==> src/rtl/etx_serializer.sv <==
// eLink TX serializer: one eMesh packet in, LSB-first framed byte stream out, with a one-packet hold buffer.
// Optional trailing CRC-8 beat when ETX_SERIALIZER_CRC_EN is defined.
//
// state | meaning
// IDLE  | shifter empty, tx_frame low
// SEND  | shifter valid, presenting packet beat idx
// CRC   | packet beats done, presenting CRC-8 beat (ETX_SERIALIZER_CRC_EN only)
module etx_serializer #(
    parameter int AW = 32,
    parameter int PW = 2*AW+40
) (
    input  logic          clk,
    input  logic          reset,
    input  logic          etx_access,
    input  logic [PW-1:0] etx_packet,
    output logic          etx_wait,
    input  logic          tx_wait_in,
    output logic          tx_frame,
    output logic [7:0]    tx_data,
    output logic          tx_busy
);

    localparam int NB = PW/8;
    localparam int IW = $clog2(NB+1);

    typedef enum logic [1:0] {IDLE, SEND, CRC} state_t;

    state_t        state, state_nx;
    logic [PW-1:0] shift_pkt, shift_nx;
    logic [PW-1:0] hold_pkt, hold_nx;
    logic          hold_valid, hold_valid_nx;
    logic [IW-1:0] idx, idx_nx;
    logic [7:0]    data_nx;
    logic          consume, accept, last;
`ifdef ETX_SERIALIZER_CRC_EN
    logic [7:0]    crc, crc_nx;

    function automatic logic [7:0] crc8_step(input logic [7:0] c_in, input logic [7:0] b);
        logic [7:0] c;
        c = c_in ^ b;
        for (int i = 0; i < 8; i++)
            c = c[7] ? ({c[6:0], 1'b0} ^ 8'h07) : {c[6:0], 1'b0};
        return c;
    endfunction
`endif

    function automatic logic [7:0] beat_sel(input logic [PW-1:0] pkt, input logic [IW-1:0] i);
        logic [7:0] b;
        b = 8'h00;
        for (int k = 0; k < NB; k++)
            if (i == IW'(k)) b = pkt[k*8 +: 8];
        return b;
    endfunction

    assign consume  = tx_frame & ~tx_wait_in;
    assign accept   = etx_access & ~hold_valid;
    assign etx_wait = hold_valid;
    assign tx_busy  = tx_frame | hold_valid;

`ifdef ETX_SERIALIZER_CRC_EN
    assign last = consume & (state == CRC);
`else
    assign last = consume & (state == SEND) & (idx == IW'(NB-1));
`endif

    always_comb begin
        state_nx      = state;
        shift_nx      = shift_pkt;
        hold_nx       = hold_pkt;
        hold_valid_nx = hold_valid;
        idx_nx        = idx;
        data_nx       = 8'h00;
`ifdef ETX_SERIALIZER_CRC_EN
        crc_nx        = crc;
`endif

        if (consume && state == SEND) begin
            idx_nx = idx + IW'(1);
`ifdef ETX_SERIALIZER_CRC_EN
            crc_nx = crc8_step(crc, tx_data);
            if (idx == IW'(NB-1)) state_nx = CRC;
`endif
        end

        // End of frame: the hold packet, if any, follows with no gap.
        if (last) begin
            idx_nx = '0;
`ifdef ETX_SERIALIZER_CRC_EN
            crc_nx = 8'h00;
`endif
            if (hold_valid) begin
                shift_nx      = hold_pkt;
                hold_valid_nx = 1'b0;
                state_nx      = SEND;
            end else begin
                state_nx = IDLE;
            end
        end

        if (accept) begin
            if (state == IDLE || last) begin
                shift_nx = etx_packet;
                idx_nx   = '0;
                state_nx = SEND;
            end else begin
                hold_nx       = etx_packet;
                hold_valid_nx = 1'b1;
            end
        end

        case (state_nx)
            SEND:    data_nx = beat_sel(shift_nx, idx_nx);
`ifdef ETX_SERIALIZER_CRC_EN
            CRC:     data_nx = crc_nx;
`endif
            default: data_nx = 8'h00;
        endcase
    end

    always_ff @(posedge clk or posedge reset) begin
        if (reset) begin
            state      <= IDLE;
            shift_pkt  <= '0;
            hold_pkt   <= '0;
            hold_valid <= 1'b0;
            idx        <= '0;
            tx_frame   <= 1'b0;
            tx_data    <= 8'h00;
`ifdef ETX_SERIALIZER_CRC_EN
            crc        <= 8'h00;
`endif
        end else begin
            state      <= state_nx;
            shift_pkt  <= shift_nx;
            hold_pkt   <= hold_nx;
            hold_valid <= hold_valid_nx;
            idx        <= idx_nx;
            tx_frame   <= (state_nx != IDLE);
            tx_data    <= data_nx;
`ifdef ETX_SERIALIZER_CRC_EN
            crc        <= crc_nx;
`endif
        end
    end

endmodule
==> config.mk <==
export PLATFORM = sky130hd
export DESIGN_NAME = etx_serializer
export DESIGN_NICKNAME = d
export VERILOG_FILES = /design/src/rtl/etx_serializer.sv
export SDC_FILE = /design/constraint.sdc
export NUM_CORES = 1
export LEC_CHECK = 0
export BUFFER_PORTS_ARGS = -buffer_cell sky130_fd_sc_hd__buf_2
export CAP_MARGIN = 10
export CORE_AREA = 2 2 185 151
export CTS_CLUSTER_SIZE = 8
export DETAILED_ROUTE_END_ITERATION = 10
export DIE_AREA = 0 0 187 153
export PLACE_DENSITY_LB_ADDON = 0.3
export SLEW_MARGIN = 5
export SYNTH_ARGS = -nofsm -noshare
export SYNTH_HDL_FRONTEND = slang
export SYNTH_SLANG_ARGS = --single-unit
export TNS_END_PERCENT = 20
==> constraint.sdc <==
create_clock -name clk -period 10.1 [get_ports clk]
set_input_delay 1.515 -clock clk [delete_from_list [all_inputs] [get_ports clk]]
set_output_delay 1.515 -clock clk [all_outputs]
set_load 0.03 [all_outputs]
# Yosys cells after proc, flatten, opt, wreduce, memory -nomap -nowiden
# Cells that the tools add are included.
dict set report op_classes {
  add_sub_neg 1
  eq_ne 15
  mux 29
  n_bitwise 8
  reduce_logical 6
}
# operator n
set ops {}
lappend ops {{104-bit 2-to-1 mux} 4}
lappend ops {{8-bit 2-to-1 mux} 14}
lappend ops {{4-bit equality test (second input constant)} 6}
lappend ops {{4-bit by 3-bit equality test with 1-bit output (second input constant)} 4}
lappend ops {{4-bit 2-to-1 mux} 4}
lappend ops {{4-bit by 2-bit equality test with 1-bit output (second input constant)} 2}
lappend ops {{2-bit 2-to-1 mux} 3}
lappend ops {{4-bit by 1-bit adder with 4-bit output (second input constant)} 1}
lappend ops {{1-bit AND} 4}
lappend ops {{2-bit by 1-bit equality test with 1-bit output (second input constant)} 2}
lappend ops {{4-bit by 1-bit equality test with 1-bit output (second input constant)} 1}
lappend ops {{4-bit logical NOT} 1}
lappend ops {{1-bit 2-to-1 mux} 4}
lappend ops {{1-bit NOT} 3}
lappend ops {{2-bit logical NOT} 1}
lappend ops {{2-bit AND reduction} 1}
lappend ops {{2-bit nonzero test} 1}
lappend ops {{1-bit logical AND} 1}
lappend ops {{1-bit logical OR} 1}
lappend ops {{1-bit OR} 1}
dict set report word_totals {
  regBits 224
  out_inout_bits 11
  elab_cells 66
}

# Logic depth before layout (Yosys ltp)
# Gate-level depths: netlist of run 1.
dict set report depth {
  word_depth 22
  ltp_mapped 14
  mapped_depth_nobuf 10
}

# Worst setup path before layout of run 1
# Ideal clock, no wire load.
dict set report synth_timing {
  kind {input-to-reg}
  start {in tx_wait_in}
  end {reg tx_data[4]}
  setup_time_ns 0.121
  arrival_time_ns 3.361
  path_slack_ns 6.618
  cell_stages 11
  path_cell_list {and4bb_1 > buf_6 > and2_4 > buf_6 > buf_8 > buf_6 > mux2i_1 > a211oi_1 > a2111oi_4 > nand3_1 > a22o_1}
}
dict set report synth_between {
  elab_chain_cells 22
  word_cells_on_any_way 44
}
# element line_no
set synth_lines {}
lappend synth_lines {{start: declaration} 17} ;# input logic tx_wait_in,
lappend synth_lines {{1-bit NOT (*)} 55} ;# assign consume = tx_frame & ~tx_wait_in;
lappend synth_lines {{1-bit AND (*)} 55}
lappend synth_lines {{1-bit AND / 1-bit logical AND (equally long branches)} {63, 77}}
lappend synth_lines {{1-bit AND / 4-bit 2-to-1 mux (equally long branches)} {63, 77}}
lappend synth_lines {{4-bit 2-to-1 mux / 1-bit logical OR (equally long branches)} {86, 101}}
lappend synth_lines {{4-bit 2-to-1 mux} 101} ;# if (state == IDLE || last) begin
lappend synth_lines {{4-bit 2-to-1 mux} 100} ;# if (accept) begin
lappend synth_lines {{4-bit logical NOT} 51} ;# if (i == IW'(k)) b = pkt[k*8 +: 8];
lappend synth_lines {{8-bit 2-to-1 mux (13 in a row)} 51}
lappend synth_lines {{8-bit 2-to-1 mux (*)} 111} ;# case (state_nx)
lappend synth_lines {{named net data_nx[4]} 33} ;# logic [7:0] data_nx;
lappend synth_lines {{end signal: assignment} 139} ;# tx_data <= data_nx;
lappend synth_lines {{end: declaration} 19} ;# output logic [7:0] tx_data,
# The timed path passes the listed nets; every way through them passes the cells marked *.
# A chain may end at the register's enable or synchronous reset.

# Final worst setup path of run 1
dict set report layout_timing {
  start {in etx_access}
  end {reg tx_data[7]}
}
dict set report layout_between {
  elab_chain_cells 17
  word_cells_on_any_way 32
}
# element line_no
set layout_lines {}
lappend layout_lines {{start: declaration} 14} ;# input logic etx_access,
lappend layout_lines {{1-bit AND (*)} 56} ;# assign accept = etx_access & ~hold_valid;
lappend layout_lines {{4-bit 2-to-1 mux} 100}
lappend layout_lines {{4-bit logical NOT} 51}
lappend layout_lines {{8-bit 2-to-1 mux (13 in a row)} 51}
lappend layout_lines {{8-bit 2-to-1 mux (*)} 111}
lappend layout_lines {{named net data_nx[7]} 33}
# Marked as above.

==> flow_summary.ini, run 1 <==
[logic_synthesis]
yosysSeqAreaShare = 0.5329
synth-edff-count = 0
async_flop_share = 1.000
synth_flop_cell = dfrtp_1
ys_seq_elements = 224
netlist_area_um2 = 10520
syn-num-nets = 1011
syn_inst = 901
syn_avg_cell_area_um2 = 11.67
ys_types = 68
ys_warn_count = 0

[grt]
grt_overflow = 0
grt_antenna_before_repair = 2
grt_pass1_wl_um = 42560
grt_max_degree = 161
grt_usage = 0.1888
grt_pass1_vias = 7334

[drt]
viasPerCell = 5.451
dr_total_vias = 7441
drtIter0Drc = 529
drt-wirelength-per-cell_um = 19.69
drt-total-wl_um = 26870
antenna_left = 0
firstDrtPassIters = 5
drc = 0

[sta]
setup_viol = 0
finalCritPeriodShare = 0.4637
worstMarginPinSlew_ns = 1.183
whs_ns = 0.4784
skew_ns = 0.006079
min_period_ns = 4.684
rsz0062_at_grt = no
setup_tns_ns = 0
relSlewSlack = 0.1907
fmax_mhz = 213.5
maxSlewViolCount = 0
hold_viol = 0

[critical_path]
crit_path_max_fanout = 160
cp-start-kind = primary input
criticalPathCategory = primary input to flop
arrival_ns = 5.06
cp.required_ns = 10.48
cp-end-kind = flop

[cts]
cts.htree.levels = 1
cts.repair.resized = 0
cts_buffers = 31
post_cts_buffers = 0
clk-insertion-delay-late_ns = 0.54
cts_hold_buf = 0
cts-root-buf = clkbuf_16
cts.sinks = 224
clk_pin_slew_ns = 0.05
cts_max_path_buffers = 3
cts_tree = done

[cells_and_area]
finish.net_count = 1111
drive_above_1_share = 0.2830
syn2layout_area_growth_pct = 14.92
final_core_util = 0.4506
fin_cells = 1365

[die]
die_w_um = 187
core_area_um2 = 26820
die_h_um = 153
rows = 54
dieArea_um2 = 28610
ios = 119
start_util = 0.3922

[placed_design]
portBuffers = 118
dp_hpwl_um = 18150
globalplace.congestion = 0.8081
placedCellCount = 1332

[outcome]
status = complete, no violations

[run]
maxCapViolCount = 0

[power]
peakVddDrop_mv = 0.1599
p_leak_uw = 0.005278
powerDensity_nw_per_um2 = 306.8

[min_path]
min_path_type = flop to flop
## metrics by stage
step	cell area [µm²]	power (µW)	worst slack (ns)
after floorplan	10520	2441	2.451
after global placement	11300	2795	5.031
after detailed placement	11300	2831	4.934
after CTS	12090	3734	5.480
after global routing	12090	3947	5.119
final	12090	3709	5.416
## kinds of logic after synthesis
| kind of cell | synth area share |
|---|---|
| simple gates | 0.08541 |
| buf+inv | 0.03723 |
| xor+xnor | 0.0008328 |
| compound gates | 0.1300 |
| flops | 0.5329 |
| mux | 0.2113 |
| fa+ha+maj | 0.002379 |
## sequential cells by signal, summed over array words and instances, names as in the netlist
| name | count |
|---|---|
| etx_wait | 1 |
| hold_pkt | 104 |
| idx | 4 |
| shift_pkt | 104 |
| state | 2 |
| tx_data | 8 |
| tx_frame | 1 |
## critical path, stage by stage
cell,delay [ns]
buf_2,0.09
nor3b_1,0.52
nand2_4,0.61
buf_12,0.52
nor2_1,0.22
a211oi_1,0.08
a2111oi_0,1.05
and3_1,0.31
a31oi_1,0.09
## cell usage after synthesis, types with 3 or more instances
cell type | instances | area share
mux2i_1 | 102 | 0.097
buf_4 | 3 | 0.0021
a21oi_2 | 3 | 0.0025
dfrtp_1 | 224 | 0.53
a32oi_1 | 3 | 0.0025
buf_2 | 31 | 0.015
nand4_1 | 3 | 0.0018
mux2_2 | 99 | 0.11
nand3_1 | 14 | 0.0067
a221oi_1 | 5 | 0.0042
buf_1 | 3 | 0.0011
nor2_1 | 114 | 0.041
or2_2 | 3 | 0.0018
a211oi_1 | 33 | 0.024
o211ai_1 | 3 | 0.0021
nand2b_1 | 3 | 0.0018
nor3_1 | 3 | 0.0014
and3_1 | 6 | 0.0036
and2_1 | 5 | 0.0030
buf_6 | 5 | 0.0054
a31oi_1 | 7 | 0.0042
a211o_1 | 5 | 0.0042
nand2_1 | 12 | 0.0043
clkbuf_1 | 13 | 0.0046
inv_1 | 10 | 0.0036
o21ai_1 | 3 | 0.0014
mux2_1 | 5 | 0.0054
o221ai_1 | 5 | 0.0042
a221o_1 | 3 | 0.0029
o21ai_0 | 9 | 0.0043
a21oi_1 | 103 | 0.049
a2111oi_0 | 4 | 0.0033
nor2b_1 | 6 | 0.0036
buf_8 | 4 | 0.0057
o22ai_1 | 4 | 0.0024
## power by group
group | internal, µW | switching (µW) | leakage, µW
Combinational | 569 | 715 | 0.00229
Sequential | 1350 | 190 | 0.00260
Clock | 532 | 356 | 0.000387
Total | 2450 | 1260 | 0.00528
## worst paths after layout
path	from	endpoint	slack, ns	cells past startpoint
setup / recovery	etx_access	tx_data[7]$_DFF_PP0_	5.42	9
hold / removal	hold_pkt[9]$_DFFE_PP0P_	hold_pkt[9]$_DFFE_PP0P_	0.48	2
setup reg to reg	idx[0]$_DFF_PP0_	tx_data[7]$_DFF_PP0_	5.60	10
hold reg to reg	hold_pkt[9]$_DFFE_PP0P_	hold_pkt[9]$_DFFE_PP0P_	0.48	2
max in group asynchronous	reset	hold_pkt[5]$_DFFE_PP0P_	6.85	4
min in group asynchronous	reset	hold_pkt[42]$_DFFE_PP0P_	1.04	2
## routing by layer
metal,track usage,vias up,share of wire
met5,0,-,0
met4,0.04271,0,0.022
met3,0.03651,46,0.066
met2,0.2802,229,0.43
met1,0.2846,3688,0.49
li1,-,3478,-
## cells in the final DEF, fill, tap and decap left out, types with 3 or more instances in the layout
master / n
a221o_1: 3
nor2_1: 114
nand4_1: 3
a2111oi_0: 4
mux2_1: 5
o22ai_1: 4
a221oi_1: 5
and3_1: 6
nand2_1: 10
a211o_1: 5
a211oi_1: 33
inv_1: 9
clkbuf_16: 31
nand3_1: 14
dfrtp_1: 224
nor2b_1: 6
a32oi_1: 3
a21oi_2: 3
mux2_2: 99
o211ai_1: 3
a31oi_1: 7
or2_2: 3
buf_4: 7
a21oi_1: 103
mux2i_1: 102
o21ai_0: 9
nand2b_1: 3
nor3_1: 3
o221ai_1: 5
and2_1: 5
o21ai_1: 3
buf_2: 118
## layout make-up
cell class | count | area, µm²
Timing Repair Buffer | 126 | 663.1
Antenna cell | 1 | 2.502
Clock buffer | 31 | 775.7
Inverter | 10 | 45.04
Sequential cell | 224 | 5605
Tap cell | 364 | 455.4
Fill cell | 2580 | 14740
Multi-Input combinational cell | 608 | 4532
Clock inverter | 1 | 8.758
Note: power is estimated with default switching activity, not from simulation.
==> inputs of run 2 (changes only) <==
- ABC_AREA: default -> 1
- CORE_AREA: 2 2 185 151 -> 2 2 189 154
- DIE_AREA: 0 0 187 153 -> 0 0 191 156
- clock period: 10.1 -> 4 ns (I/O delays scaled with it)
==> flow_summary.ini, run 2 <==
[critical_path]
arrival_ns = 3.77
cpMostUsedCell = nor2_1
cp.required_ns = 4.43
critPathTopFamily = simple AND/OR/NAND/NOR gates
cp-start-kind = flop
crit_buf_inv = 4
reg2reg_from = idx[0]$_DFF_PP0_
r2r_cells = 16
cp-end-kind = flop
crit_path_max_fanout = 117
cpMaxStageDelayCell = dfrtp_1
path_cells = inv_1 -> ha_1 -> nand3_1 -> inv_2 -> nand2_8 -> nand2_4 -> nand2_4 -> buf_12 -> buf_4 -> a31oi_1 -> nand2_1 -> nand4_1 -> nor2_1 -> nand4_1 -> nor2_1 -> nor2_1
rrSetupSlack_ns = 0.67
slowest_delay_ns = 0.40
reg2reg_to = tx_data[1]$_DFF_PP0_
criticalPathCategory = flop to flop

[logic_synthesis]
synth_area_leaders = dfrtp_1 (51%), nand2_1 (13%), nand3_1 (7.2%)
synth_flop_cell = dfrtp_1
syn_avg_cell_area_um2 = 8.497
async_flop_share = 1.000
yosysMostFrequentCell = nand2_1
synthTopCellsByCount = nand2_1 (383), dfrtp_1 (224), nand3_1 (158)
synth-edff-count = 0
netlist_area_um2 = 10970
synth_top_area_cell = dfrtp_1
syn-num-nets = 1401
netlist.area_leader.share = 0.5110
ys_warn_count = 0
ys_types = 37
syn_inst = 1291
yosysSeqAreaShare = 0.5110
ys_seq_elements = 224

[drt]
drtIter0Drc = 766
firstDrtPassIters = 5
drt-wirelength-per-cell_um = 17.91
viasPerCell = 5.235
antenna_left = 0
drc = 0
dr_total_vias = 9140
drt-total-wl_um = 31260

[power]
powerDensity_nw_per_um2 = 372.1
p_int_uw = 3663
p_seq_frac = 0.486
peakVddDrop_mv = 0.3427
clkPwrFrac = 0.484
comb_power_share = 0.030
p_leak_uw = 0.006473
p_switching_uw = 1012
swShare = 0.2164

[grt]
grt_overflow = 0
grt_usage = 0.2132
grt_antenna_before_repair = 0
grt_pass1_wl_um = 50070
grtUsageMet2 = 0.2968
use_met1 = 0.3355
grtUsageMet3 = 0.03959
grt_pass1_vias = 8767
grt_max_degree = 118
grt.busiest_layer = met1

[placed_design]
globalplace.congestion = 0.7839
place_area_um2 = 11770
dp_hpwl_um = 20640
portBuffers = 118

[sta]
finalCritPeriodShare = 0.8334
worstMarginPinSlew_ns = 0.9677
relSlewSlack = 0.3535
min_period_ns = 3.334
hold_viol = 0
skew_ns = 0.01173
setup_viol = 0
setup_tns_ns = 0
maxSlewViolCount = 0
fmax_mhz = 300.0
rsz0062_at_grt = no

[min_path]
min_path_type = primary input to async pin

[die]
rows = 55
die_w_um = 191
start_util = 0.3936
ios = 119
die_h_um = 156
core_area_um2 = 27870
dieArea_um2 = 29800

[cts]
post_cts_buffers = 0
cts_max_path_buffers = 3
cts.htree.levels = 1
cts_buffers = 31
cts_tree = done
cts-root-buf = clkbuf_16
cts_hold_buf = 0
clk-insertion-delay-late_ns = 0.55
cts.repair.resized = 0
cts.sinks = 224
clk_pin_slew_ns = 0.05

[cells_and_area]
layout_common_cells = nand2_1 (381), dfrtp_1 (223), nand3_1 (158), nor2_1 (123), buf_2 (118)
n_fill_cell = 2775
num_antenna_cells = 0
syn2layout_area_growth_pct = 14.52
reg_top3 = hold_pkt x104, shift_pkt x104, tx_data x8
drive_above_1_share = 0.1984
design_area_um2 = 12560
finish.net_count = 1486
mostFrequentLayoutCell = nand2_1

[run]
maxCapViolCount = 0

[outcome]
status = complete, no violations
==> run 2: changes by cell type after synthesis, moves of 14 or more <==
cell      previous run  this run
inv_1               10        63
a31oi_1              7        65
a21oi_1            103        20
mux2i_1            102         0
nand2_1             12       383
nand4_1              3        18
nand3_1             14       158
o21ai_0              9        23
a211oi_1            33         0
mux2_2              99        64
==> run 2: how the worst max path moves through the flow <==
stage	start	to	slack, ns	cells after the start
floorplan	reset	etx_wait$_DFF_PP0_	0.48	1
global placement	idx[0]$_DFF_PP0_	tx_data[1]$_DFF_PP0_	0.72	16
detailed placement	idx[0]$_DFF_PP0_	tx_data[1]$_DFF_PP0_	0.66	16
CTS	idx[0]$_DFF_PP0_	tx_data[1]$_DFF_PP0_	0.65	16
global route	idx[0]$_DFF_PP0_	tx_data[1]$_DFF_PP0_	0.33	16
finish	idx[0]$_DFF_PP0_	tx_data[1]$_DFF_PP0_	0.67	16
==> run 2: routing by layer <==
layer	up-vias	part of all wire
met4	0	0.022
li1	4394	-
met2	290	0.42
met5	-	0
met1	4409	0.49
met3	47	0.067
==> run 2: cell families after synthesis <==
| logic type | Yosys count | share of synthesized area |
|---|---|---|
| and+or+nand+nor | 710 | 0.2792 |
| xor gates and xnor gates | 1 | 0.0007986 |
| adders and majority gates | 2 | 0.002281 |
| muxes | 64 | 0.06570 |
| DFF | 224 | 0.5110 |
| AOI/OAI and AO/OA | 134 | 0.07380 |
| buffers and inverters | 156 | 0.06718 |
==> run 2: final cells by class <==
class | count | area [µm²] | area share
flip-flops and latches | 224 | 5609 | 0.4465
multi-input cells | 911 | 4642 | 0.3695
clock buffers | 32 | 779.5 | 0.06205
repair buffers | 132 | 770.7 | 0.06135
well taps | 370 | 462.9 | 0.03685
inverters | 76 | 289.0 | 0.02301
clock inverters | 1 | 8.758 | 0.0006972
==> run 2: power groups by stage <==
| stage | logic (µW) | registers [µW] | clock network (µW) |
|---|---|---|---|
| floorplan | 39.5 | 2310 | 0 |
| global placement | 146 | 2310 | 0 |
| detailed placement | 144 | 2310 | 0 |
| CTS | 145 | 2270 | 2310 |
| global route | 158 | 2270 | 2410 |
| finish | 141 | 2270 | 2260 |
==> run 2: through the flow <==
step | std cells | worst slack [ns] | total power [µW] | hold slack (ns) | utilization
final | 1746 | 0.6665 | 4675 | 0.2565 | 0.4507
after global routing | 1746 | 0.3274 | 4834 | 0.2940 | 0.4507
after CTS | 1746 | 0.6509 | 4722 | 0.2782 | 0.4507
after detailed placement | 1713 | 0.6599 | 2451 | 0.4451 | 0.4224
after global placement | 1713 | 0.7212 | 2453 | 0.4514 | 0.4224
after floorplan | 1291 | 0.4760 | 2348 | 0.4425 | -
